<file path="config.mk">
export PLATFORM = sky130hd
export DESIGN_NAME = generic_pidtovid
export DESIGN_NICKNAME = d
export VERILOG_FILES = /design/src/rtl/generic_pidtovid.sv
export SDC_FILE = /design/constraint.sdc
export NUM_CORES = 1
export LEC_CHECK = 0
export BUFFER_PORTS_ARGS = -buffer_cell sky130_fd_sc_hd__buf_2
export CAP_MARGIN = 40
export CORE_MARGIN = 10
export CORE_UTILIZATION = 53
export CTS_BUF_LIST = sky130_fd_sc_hd__clkbuf_16
export CTS_CLUSTER_SIZE = 16
export DETAILED_ROUTE_END_ITERATION = 6
export HOLD_SLACK_MARGIN = 0.08
export PLACE_DENSITY = 0.8
export SYNTH_ARGS = -nofsm -noshare
export SYNTH_HDL_FRONTEND = slang
export SYNTH_SLANG_ARGS = --single-unit
</file>
<file path="constraint.sdc">
create_clock -name clk -period 2.65 [get_ports clk]
set_input_delay 0.53 -clock clk [delete_from_list [all_inputs] [get_ports clk]]
set_output_delay 0.53 -clock clk [all_outputs]
set_load 0.01 [all_outputs]
</file>
<file path="src/rtl/generic_pidtovid.sv">
// Physical-to-virtual hart ID translator: scans a loaded VID map into an owner-per-VID table, then translates requests.
// Response latency 1 cycle; req_ready drops while a response is stalled or the table is being (re)built.
module generic_pidtovid #(
  parameter int NumHarts    = 8,
  parameter int NumHartsIdx = (NumHarts == 1) ? 1 : $clog2(NumHarts)
) (
  input  logic                            clk,
  input  logic                            reset_n,
  input  logic                            cfg_load,
  input  logic [NumHarts-1:0]             cfg_fuse_map,
  input  logic [NumHarts*NumHartsIdx-1:0] cfg_vid_map,
  output logic                            cfg_done,
  output logic                            map_err,
  input  logic                            req_valid,
  output logic                            req_ready,
  input  logic [NumHartsIdx-1:0]          req_pid,
  input  logic [NumHarts-1:0]             req_pid_vector,
  output logic                            rsp_valid,
  input  logic                            rsp_ready,
  output logic [NumHartsIdx-1:0]          rsp_vid,
  output logic                            rsp_mapped,
  output logic [NumHarts-1:0]             rsp_vid_vector
);

  // Tables are padded to the full ID space so any PID/VID code indexes safely.
  localparam int NumIds = 1 << NumHartsIdx;

  typedef enum logic [1:0] {IDLE, SCAN, READY} state_t;

  state_t                 r_state, w_state_nxt;
  logic [NumHarts-1:0]    r_fuse;
  logic [NumHartsIdx-1:0] r_vid [NumHarts];
  logic [NumHartsIdx-1:0] r_owner [NumIds];
  logic [NumIds-1:0]      r_owner_vld;
  logic [NumHartsIdx-1:0] r_idx;
  logic                   r_map_err;
  logic                   r_done_pend;
  logic                   r_cfg_done;
  logic                   r_rsp_valid;
  logic                   r_rsp_mapped;
  logic [NumHartsIdx-1:0] r_rsp_vid;
  logic [NumHarts-1:0]    r_rsp_vid_vector;

  logic                   w_scan_last;
  logic [NumHartsIdx-1:0] w_scan_vid;
  logic                   w_accept;
  logic [NumIds-1:0]      w_fuse_ext;
  logic [NumHartsIdx-1:0] w_pid_vid;
  logic                   w_rsp_mapped;
  logic [NumHartsIdx-1:0] w_rsp_vid;
  logic [NumHarts-1:0]    w_rsp_vid_vector;

  assign w_scan_last = (r_idx == NumHartsIdx'(NumHarts - 1));
  assign w_scan_vid  = r_vid[r_idx];
  assign req_ready   = (r_state == READY) & ~cfg_load & (~r_rsp_valid | rsp_ready);
  assign w_accept    = req_valid & req_ready;
  assign w_fuse_ext  = NumIds'(r_fuse);

  always_ff @(posedge clk or negedge reset_n) begin
    if (!reset_n) r_state <= IDLE;
    else          r_state <= w_state_nxt;
  end

  always_comb begin
    w_state_nxt = r_state;
    if (cfg_load) begin
      w_state_nxt = SCAN;
    end else begin
      case (r_state)
        SCAN:    if (w_scan_last) w_state_nxt = READY;
        default: w_state_nxt = r_state;
      endcase
    end
  end

  // Out-of-range PIDs find no VID entry and no fuse bit, so they come back unmapped.
  always_comb begin
    w_pid_vid = '0;
    for (int p = 0; p < NumHarts; p++) begin
      if (req_pid == NumHartsIdx'(p)) w_pid_vid = r_vid[p];
    end
  end

  assign w_rsp_mapped = w_fuse_ext[req_pid] & r_owner_vld[w_pid_vid] &
                        (r_owner[w_pid_vid] == req_pid);
  assign w_rsp_vid    = w_rsp_mapped ? w_pid_vid : '0;

  always_comb begin
    w_rsp_vid_vector = '0;
    for (int v = 0; v < NumHarts; v++) begin
      w_rsp_vid_vector[v] = r_owner_vld[v] & req_pid_vector[r_owner[v]];
    end
  end

  always_ff @(posedge clk or negedge reset_n) begin
    if (!reset_n) begin
      r_fuse      <= '0;
      r_owner_vld <= '0;
      r_idx       <= '0;
      r_map_err   <= 1'b0;
      r_done_pend <= 1'b0;
      r_cfg_done  <= 1'b0;
      for (int p = 0; p < NumHarts; p++) r_vid[p] <= '0;
      for (int v = 0; v < NumIds; v++) r_owner[v] <= '0;
    end else begin
      r_cfg_done  <= r_done_pend & ~cfg_load;
      r_done_pend <= 1'b0;
      if (cfg_load) begin
        r_fuse      <= cfg_fuse_map;
        r_owner_vld <= '0;
        r_idx       <= '0;
        r_map_err   <= 1'b0;
        for (int p = 0; p < NumHarts; p++) r_vid[p] <= cfg_vid_map[p*NumHartsIdx +: NumHartsIdx];
        for (int v = 0; v < NumIds; v++) r_owner[v] <= '0;
      end else if (r_state == SCAN) begin
        // Lowest PID keeps a contested VID; later claimants only raise the error.
        if (r_fuse[r_idx]) begin
          if (r_owner_vld[w_scan_vid]) begin
            r_map_err <= 1'b1;
          end else begin
            r_owner_vld[w_scan_vid] <= 1'b1;
            r_owner[w_scan_vid]     <= r_idx;
          end
        end
        r_idx       <= w_scan_last ? '0 : r_idx + 1'b1;
        r_done_pend <= w_scan_last;
      end
    end
  end

  always_ff @(posedge clk or negedge reset_n) begin
    if (!reset_n) begin
      r_rsp_valid      <= 1'b0;
      r_rsp_mapped     <= 1'b0;
      r_rsp_vid        <= '0;
      r_rsp_vid_vector <= '0;
    end else if (w_accept) begin
      r_rsp_valid      <= 1'b1;
      r_rsp_mapped     <= w_rsp_mapped;
      r_rsp_vid        <= w_rsp_vid;
      r_rsp_vid_vector <= w_rsp_vid_vector;
    end else if (rsp_ready) begin
      r_rsp_valid <= 1'b0;
    end
  end

  assign cfg_done       = r_cfg_done;
  assign map_err        = r_map_err;
  assign rsp_valid      = r_rsp_valid;
  assign rsp_mapped     = r_rsp_mapped;
  assign rsp_vid        = r_rsp_vid;
  assign rsp_vid_vector = r_rsp_vid_vector;

endmodule

</file>
==> flow_summary.toml, run 1 <==
[global_routing]
grt.total_usage = 0.2065
grt_pass1_vias = 4191
antenna_found_initial = 0
grt_pass1_wl_um = 21650
grt_overflow = 0
grt_max_degree = 49

[yosys]
synth_area_sq_mm = 0.004959
synth-edff-count = 0
synthDistinctLibCells = 51
ys_ff_latch = 85
synthMuxAreaShare = 0.3245
synth-adder-area-share = 0.005047
yosys_warnings = 0
ys.flop_type = "dfrtp_1"
ys_seq_area_frac = 0.4290
synth_simple_gate_area_share = 0.1274
synth.area.top_cells = "dfrtp_1 (43%), mux4_2 (14%), mux2_2 (8.6%), mux2i_1 (7.9%), nor2_1 (3.2%)"
ys_async_sr_fraction = 1.000
synth_compound_area_frac = 0.08201
synthCells = 415
synthesis.nets = 465
syn_avg_cell_area_sq_um = 11.95
yosysTopAreaCell = "dfrtp_1"
synth_top_family_by_area = "multiplexers"
synthXorXnorAreaFrac = 0.001766
netlist.area_leader.share = 0.4290

[cts]
cts-htree-levels = 3
cts_max_path_buffers = 2
root_buffer = "clkbuf_16"
cts_hold_buf = 0
cts_made_buffers = 9
cts_tree = "yes"
cts.sinks = 85
cts.reportedPaths.clkPinSlew_ps = 60
clk_latency_ps = 340

[setup_path]
critPathArrivalTime_ps = 2990
cpMostUsedCell = "mux2i_1"
cp-start-kind = "flop"
cpPeakStageDelay_ps = 540
cp_max_fo = 8
r2r-start = "r_idx[0]"
r2r_cells = 10
cp-end-kind = "flop"
worst-setup-path-type = "flop to flop"
reg2reg_to = "r_owner[12]"
cp_slowest_cell = "mux4_2"
cp_data_required_time_ps = 2850
r2r_slack_ps = -140
cp_cell_sequence = "buf_12, mux4_2, mux2i_4, mux2i_1, a311oi_2, a21o_2, nor3_4, buf_6, mux2i_1, nor2_1"

[floorplan]
die_x_um = 116.7
initial_core_util = 0.5392
ios = 64
die_h_um = 116.7
core-area_sq_mm = 0.009196
rows = 35
design.die.area_sq_mm = 0.01362

[status]
status = "complete, but fails checks"
violations = "setup timing"

[timing]
setup_viol = 22
slew_headroom = 0.5960
report.final.slew_viol_count = 0
setup_slack_ps = -136.7
period_needed_ps = 2787
finalCritPeriodShare = 1.052
worstMarginPinSlew_ps = 600.9
timing.fmax_mhz = 358.8
grt_setup_unrepaired = "true"
finalHoldViolations = 0
holdWs_ps = 173.4
skew_ps = 8.318

[final_layout]
stdcell_area_sq_mm = 0.006280
antenna_cells = 0
fin_util = 0.6829
syn_to_final_growth_pct = 26.65
layout.nets = 580
drive_above_1_share = 0.4757

[route]
wl_per_cell_um = 21.07
vias_per_cell = 6.177
firstDrtPassIters = 5
vias = 3984
wirelength_um = 13590
antenna_left = 0
drt_iter0_drc = 336
post-route-drc-count = 0

[job]
cap_violations = 0

[power]
p_total_mw = 3.801
p_leak_nw = 2.701
p_seq_frac = 0.393
pwr-share-clk = 0.319
p_int_mw = 2.652
p_comb_frac = 0.288
irDropWorstVdd_uv = 287.0
sw_frac_of_total = 0.3024
pwr_density_cell_mw_per_mm2 = 605.3
power.switching_mw = 1.149

[worst_hold_path]
hp-class = "primary input to async pin"

[placed_design]
port_buffers = 63
dpl.hpwl_um = 9899
place_area_sq_mm = 0.005759
gp_congestion = 1.050
final cells by class:
class / count / area, sq um
Clock inverter: 6 / 56.30
Sequential cell: 85 / 2127
Clock buffer: 9 / 225.2
Inverter: 10 / 37.54
Timing Repair Buffer: 127 / 853.3
Tap cell: 111 / 138.9
Fill cell: 649 / 2917
Multi-Input combinational cell: 297 / 2841
registers in the layout, indices dropped and copies added (netlist names), 2 cells and up:
register,flops
r_owner,24
r_vid,24
r_fuse,8
r_owner_vld,8
rsp_vid_vector,8
r_idx,3
rsp_vid,3
r_state,2
cells in the final DEF, fill, tap and decap left out, drive strengths merged, types with 3 or more instances in the layout:
cell type	n
a21oi	21
buf	127
clkbuf	9
clkinv	4
dfrtp	85
inv	11
mux2	38
mux2i	41
mux4	33
nand2	34
nand2b	5
nand3	6
nand3b	3
nor2	44
nor2b	5
nor3	13
o211ai	4
o21ai	13
o31ai	7
repair_timing:
| action | in CTS | in global routing |
|---|---|---|
| setup endpoints to repair | 32 | 34 |
| cloned | 0 | 0 |
| pin swaps | 8 | 12 |
| setup buffers | 4 | 5 |
| resized for setup | 11 | 37 |
cell families after synthesis:
| kind of cell | Yosys count |
|---|---|
| fa+ha+maj | 2 |
| simple gates | 122 |
| mux | 112 |
| compound gates | 60 |
| buf+inv | 33 |
| xor+xnor | 1 |
| flops | 85 |
metrics by stage:
step | setup TNS (ps) | worst slack, ps | std cells
finish | -1843 | -136.7 | 645
global route | -5384 | -286.1 | 645
CTS | -1159 | -126.2 | 642
detailed placement | -3100 | -425.9 | 623
global placement | -2057 | -352.4 | 623
floorplan | -624.2 | -203.8 | 415
metal layers:
metal	global-route usage	wire, um	vias to the layer above	share of wire
li1	-	-	1779	-
met1	0.2436	5438	1994	0.40
met2	0.3483	6871	165	0.51
met3	0.05085	739	46	0.054
met4	0.09308	542	0	0.040
met5	0	0	-	0
critical path, delay by kind of cell (launching register included):
family | cells | cell delay [ps]
buffers and inverters | 2 | 300
DFF | 1 | 370
and+or+nand+nor | 2 | 250
muxes | 4 | 1240
AOI/OAI and AO/OA | 2 | 480
power groups by stage:
stage          logic (mW)  registers, mW  clock network [mW]
6_report             1.09           1.49                1.21
2_1_floorplan       0.612           1.47                   0
5_1_grt              1.17           1.50                1.30
3_3_place_gp        0.931           1.50                   0
3_5_place_dp        0.960           1.51                   0
4_1_cts             0.999           1.49                1.23
Yosys cell counts (2+ instances only):
cell type and number:
mux2_2 38, nand3_1 6, buf_6 2, o31ai_1 7, clkbuf_1 11, o21ai_0 11
o2111ai_1 2, a21oi_1 21, or3_1 2, buf_2 6, nand4_1 2, nor2b_1 4
mux4_1 3, o21ai_1 2, dfrtp_1 85, o31a_1 2, nand2_1 34, nor3_1 9
nand2b_1 5, or2_2 2, mux4_2 30, buf_1 3, o211ai_1 4, mux2i_1 39
nor2_4 2, inv_1 10, nor2_1 42, nor3_4 4, ha_1 2, nand3b_1 3
a31oi_1 2
worst max-delay path by stage:
stage,start,to
global route,r_idx[0],r_owner[14]
detailed placement,req_pid[0],rsp_vid[2]
global placement,req_pid[0],rsp_vid[0]
finish,r_idx[0],r_owner[12]
floorplan,req_pid[0],rsp_vid[0]
CTS,r_idx[0],r_owner[12]
No activity file was read; power rests on OpenSTA's default activity.
==> inputs of run 2 (changes only) <==
--- a/config.mk
+++ b/config.mk
@@ -14,6 +14,7 @@
 export DETAILED_ROUTE_END_ITERATION = 6
 export HOLD_SLACK_MARGIN = 0.08
 export PLACE_DENSITY = 0.8
+export SETUP_SLACK_MARGIN = 0.1
 export SYNTH_ARGS = -nofsm -noshare
 export SYNTH_HDL_FRONTEND = slang
 export SYNTH_SLANG_ARGS = --single-unit
==> flow_summary.toml, run 2 (synthesis gave the netlist of run 1 again) <==
[status]
status = "complete, but fails checks"
violations = "setup timing"

[route]
antenna_left = 0
firstDrtPassIters = 5
vias = 3966
wirelength_um = 13850
wl_per_cell_um = 21.60
vias_per_cell = 6.187
drt_iter0_drc = 355
post-route-drc-count = 0

[setup_path]
r2r_cells = 10
r2r-start = "r_idx[0]"
reg2reg_to = "r_owner[20]"
cp-start-kind = "flop"
worstSetupStartpoint = "r_idx[0]"
cp-end-kind = "flop"
r2r_slack_ps = -230
cp-endpoint = "r_owner[20]"
cp_data_required_time_ps = 2870
cp_max_fo = 8
critPathArrivalTime_ps = 3100
worst-setup-path-type = "flop to flop"

[floorplan]
die_h_um = 116.7
ios = 64
design.die.area_sq_mm = 0.01362
die_x_um = 116.7
initial_core_util = 0.5392
core-area_sq_mm = 0.009196
rows = 35

[final_layout]
final_common_cell = "dfrtp_1"
layout.nets = 575
stdcell_count = 641
stdcell_area_sq_mm = 0.006290
drive_above_1_share = 0.4679
final_cell_mix = "dfrtp_1 (85), buf_2 (62), buf_4 (47)"
syn_to_final_growth_pct = 26.85
largestRegisters = "r_owner: 24 flops, r_vid: 24 flops"
fillerInstances = 640
antenna_cells = 0

[power]
irDropWorstVdd_uv = 294.2
p_leak_nw = 2.677
pwr_density_cell_mw_per_mm2 = 616.7

[cts]
cts-htree-levels = 3
cts.reportedPaths.clkPinSlew_ps = 70
clk_latency_ps = 340
cts_max_path_buffers = 2
cts_tree = "yes"
cts_made_buffers = 9
cts.sinks = 85
root_buffer = "clkbuf_16"
cts_hold_buf = 0

[placed_design]
port_buffers = 63
gp_congestion = 0.9250
dpl.hpwl_um = 9684
place_inst = 608
place_area_sq_mm = 0.005647

[timing]
report.final.slew_viol_count = 0
finalHoldViolations = 0
setup_slack_ps = -226.5
skew_ps = 11.15
worstMarginPinSlew_ps = 573.0
period_needed_ps = 2877
finalCritPeriodShare = 1.085
grt_setup_unrepaired = "true"
timing.fmax_mhz = 347.6
setup_viol = 27
slew_headroom = 0.6180

[global_routing]
grt.total_usage = 0.2068
antenna_found_initial = 0
grt_pass1_wl_um = 21890
grt_max_degree = 51
grt_pass1_vias = 4110
grt_overflow = 0

[worst_hold_path]
hp-class = "primary input to async pin"

[job]
cap_violations = 0
[run 2: changes by cell type in the layout (fill, tap and decap cells not counted), sizes merged]
cell	change
buf	-5
clkinv	-3
clkinvlp	+3
inv	+1
[run 2: timing repair]
action | in CTS | in global routing
gates cloned | 0 | 0
gates resized for setup | 26 | 26
hold endpoints to repair | 0 | 0
setup buffers | 9 | 11
setup endpoints to repair | 33 | 34
pin swaps | 12 | 22
[run 2: cell type report]
class	instances	area, sq um	share of cell area
clock buffers	9	225.2	0.03581
clock inverters	7	68.82	0.01094
inverters	10	37.54	0.005968
multi-input cells	297	2856	0.4541
flip-flops and latches	85	2127	0.3382
well taps	111	138.9	0.02208
repair buffers	122	835.8	0.1329
[run 2: routing by layer]
layer / share of wire / GRT usage / vias up / routed length [um]
met5: 0 / 0 / - / 0
met3: 0.060 / 0.02825 / 37 / 828
met1: 0.40 / 0.2594 / 2008 / 5496
li1: - / - / 1752 / -
met2: 0.51 / 0.3483 / 169 / 7049
met4: 0.034 / 0.09226 / 0 / 471
[run 2: power by group]
group	leakage (nW)	internal (mW)	total (mW)	switching, mW
logic	1.43	0.559	1.12	0.561
clock network	0.140	0.725	1.26	0.535
registers	1.10	1.39	1.50	0.111
[run 2: worst max-delay path, cell delays in order (launching register included)]
cell and delay, ps:
dfrtp_1 370, buf_12 140, mux4_2 530, mux2i_4 240, mux2i_2 320, a311oi_4 160, a21o_4 280, nor3_4 320
buf_4 180, mux2i_1 170, nor2_1 60
[run 2: worst min-delay path by stage]
stage                           start                end  slack, ps  cells after the start
floorplan                     reset_n           cfg_done        230                      0
global placement          r_done_pend           cfg_done        450                      1
detailed placement  rsp_vid_vector[5]  rsp_vid_vector[5]        470                      2
CTS                           reset_n          r_vid[11]        200                      1
global route                  reset_n           r_vid[2]        230                      1
finish                        reset_n          r_vid[11]        180                      1
[run 2: stage by stage]
stage	worst slack (ps)	TNS (ps)	hold WS (ps)	util	power (mW)
2_1_floorplan	-203.8	-624.2	234.4	-	2.083
3_3_place_gp	-273.6	-1403	450.3	0.6140	2.389
3_5_place_dp	-387.9	-2589	468.5	0.6140	2.428
4_1_cts	-120.3	-1359	198.1	0.6646	3.774
5_1_grt	-307.9	-6288	226.3	0.6839	4.026
6_report	-226.5	-3209	175.5	0.6839	3.879
==> inputs of run 3 (changes only) <==
--- a/config.mk
+++ b/config.mk
@@ -14,6 +14,7 @@
 export DETAILED_ROUTE_END_ITERATION = 6
 export HOLD_SLACK_MARGIN = 0.08
 export PLACE_DENSITY = 0.8
+export REMOVE_ABC_BUFFERS = 1
 export SETUP_SLACK_MARGIN = 0.1
 export SYNTH_ARGS = -nofsm -noshare
 export SYNTH_HDL_FRONTEND = slang
==> flow_summary.toml, run 3 (synthesis gave the netlist of run 1 again) <==
[placed_design]
port_buffers = 63
gp_congestion = 0.9178
pre_cts_ws_ps = -424.4
dpl.hpwl_um = 9739

[global_routing]
grt_pass1_vias = 4144
grt_max_degree = 45
grt_pass1_wl_um = 21310
grt_overflow = 0
antenna_found_initial = 0
grt.total_usage = 0.2019

[setup_path]
worst-setup-path-type = "flop to flop"
cp-end-kind = "flop"
cp_slowest_cell = "mux4_2"
cp_cell_sequence = "buf_12, mux4_2, mux2i_4, mux2i_2, a311oi_2, or3b_4, buf_6, nor2_4, nand2_1, a21oi_1"
cp_data_required_time_ps = 2910
critPathArrivalTime_ps = 3100
cp_max_fo = 6
cp-start-kind = "flop"
cpPeakStageDelay_ps = 520

[job]
cap_violations = 0

[floorplan]
initial_core_util = 0.5392
design.die.area_sq_mm = 0.01362
ios = 64
rows = 35
die_h_um = 116.7
die_x_um = 116.7
core-area_sq_mm = 0.009196

[timing]
timing.fmax_mhz = 352.9
period_needed_ps = 2833
fin_setup_tns_ps = -2867
setup_viol = 31
finalHoldViolations = 0
slew_headroom = 0.6323
holdWs_ps = 171.2
worstMarginPinSlew_ps = 551.6
setup_slack_ps = -183.4
report.final.slew_viol_count = 0
finalCritPeriodShare = 1.069
grt_setup_unrepaired = "true"
skew_ps = 7.431

[route]
antenna_left = 0
wirelength_um = 13520
vias_per_cell = 6.177
wl_per_cell_um = 20.83
firstDrtPassIters = 5
post-route-drc-count = 0
drt_iter0_drc = 419
vias = 4009

[cts]
cts.sinks = 85
cts_made_buffers = 9
clk_latency_ps = 340
cts.reportedPaths.clkPinSlew_ps = 70
cts-htree-levels = 3
cts_tree = "yes"
cts_max_path_buffers = 2
root_buffer = "clkbuf_16"

[final_layout]
layout.nets = 583
largestRegisters = "r_owner: 24 flops, r_vid: 24 flops"
final_common_cell = "dfrtp_1"
syn_to_final_growth_pct = 26.60
fillerInstances = 622
antenna_cells = 0
final_cell_mix = "dfrtp_1 (85), buf_2 (62), buf_4 (57)"
drive_above_1_share = 0.4796

[status]
violations = "setup timing"
status = "complete, but fails checks"

[power]
pwr_density_cell_mw_per_mm2 = 602.8
p_leak_nw = 2.687
irDropWorstVdd_uv = 359.4

[worst_hold_path]
hp-class = "primary input to async pin"
## run 3: changes by cell type in the layout (fill, tap and decap cells not counted), sizes merged
cell      delta
clkinvlp     -1
inv          -1
clkinv       +3
bufinv       -1
buf          +8
## run 3: layout make-up
class / instances / area (sq um) / share of cell area
repair buffers: 130 / 897.1 / 0.1429
multi-input cells: 297 / 2800 / 0.4461
inverters: 10 / 37.54 / 0.005980
flip-flops and latches: 85 / 2127 / 0.3388
clock inverters: 7 / 51.30 / 0.008172
well taps: 111 / 138.9 / 0.02212
clock buffers: 9 / 225.2 / 0.03588
## run 3: per-stage QoR
step | total power, mW | cell area, sq um | std cells | utilization
final | 3.784 | 6277 | 649 | 0.6826
after global routing | 3.933 | 6277 | 649 | 0.6826
after CTS | 3.720 | 6168 | 646 | 0.6707
after detailed placement | 2.452 | 5725 | 619 | 0.6226
after global placement | 2.416 | 5725 | 619 | 0.6226
after floorplan | 2.036 | 4846 | 392 | -
## run 3: final timing paths
kind                                  endpoint            from  slack, ps  cells after the start
worst max-delay path                r_owner[5]        r_idx[0]       -180                     10
worst min-delay path            r_owner_vld[3]         reset_n        170                      1
worst max register to register      r_owner[5]        r_idx[0]       -180                     10
worst min register to register        cfg_done     r_done_pend        460                      1
max in group asynchronous             r_vid[1]         reset_n       1860                      2
min in group clk                     r_vid[12]  cfg_vid_map[9]        420                      2
## run 3: where the power goes
| group | switching, mW | internal [mW] | total (mW) | leakage [nW] |
|---|---|---|---|---|
| clock network | 0.536 | 0.638 | 1.17 | 0.132 |
| registers | 0.100 | 1.39 | 1.49 | 1.10 |
| logic | 0.548 | 0.575 | 1.12 | 1.45 |
## run 3: what timing repair did
item	in CTS	in global routing
endpoints found under the setup margin	34	35
hold endpoints to repair	0	0
pin swaps	15	16
gates resized for setup	22	26
hold buffers	0	0
cloned	0	0
setup buffers	12	5
## run 3: critical path: cells and delay by family (launching register included)
family / cells / cell delay (ps)
flip-flops: 1 / 390
AO/OA/AOI/OAI: 2 / 340
multiplexers: 3 / 1060
buffers and inverters: 2 / 280
AND/OR/NAND/NOR: 3 / 680
## run 3: layer usage
layer / up-vias / wire, um / track usage
li1: 1770 / - / -
met1: 2011 / 5322 / 0.2437
met2: 186 / 6866 / 0.3420
met3: 42 / 848 / 0.04314
met4: 0 / 480 / 0.08484
met5: - / 0 / 0
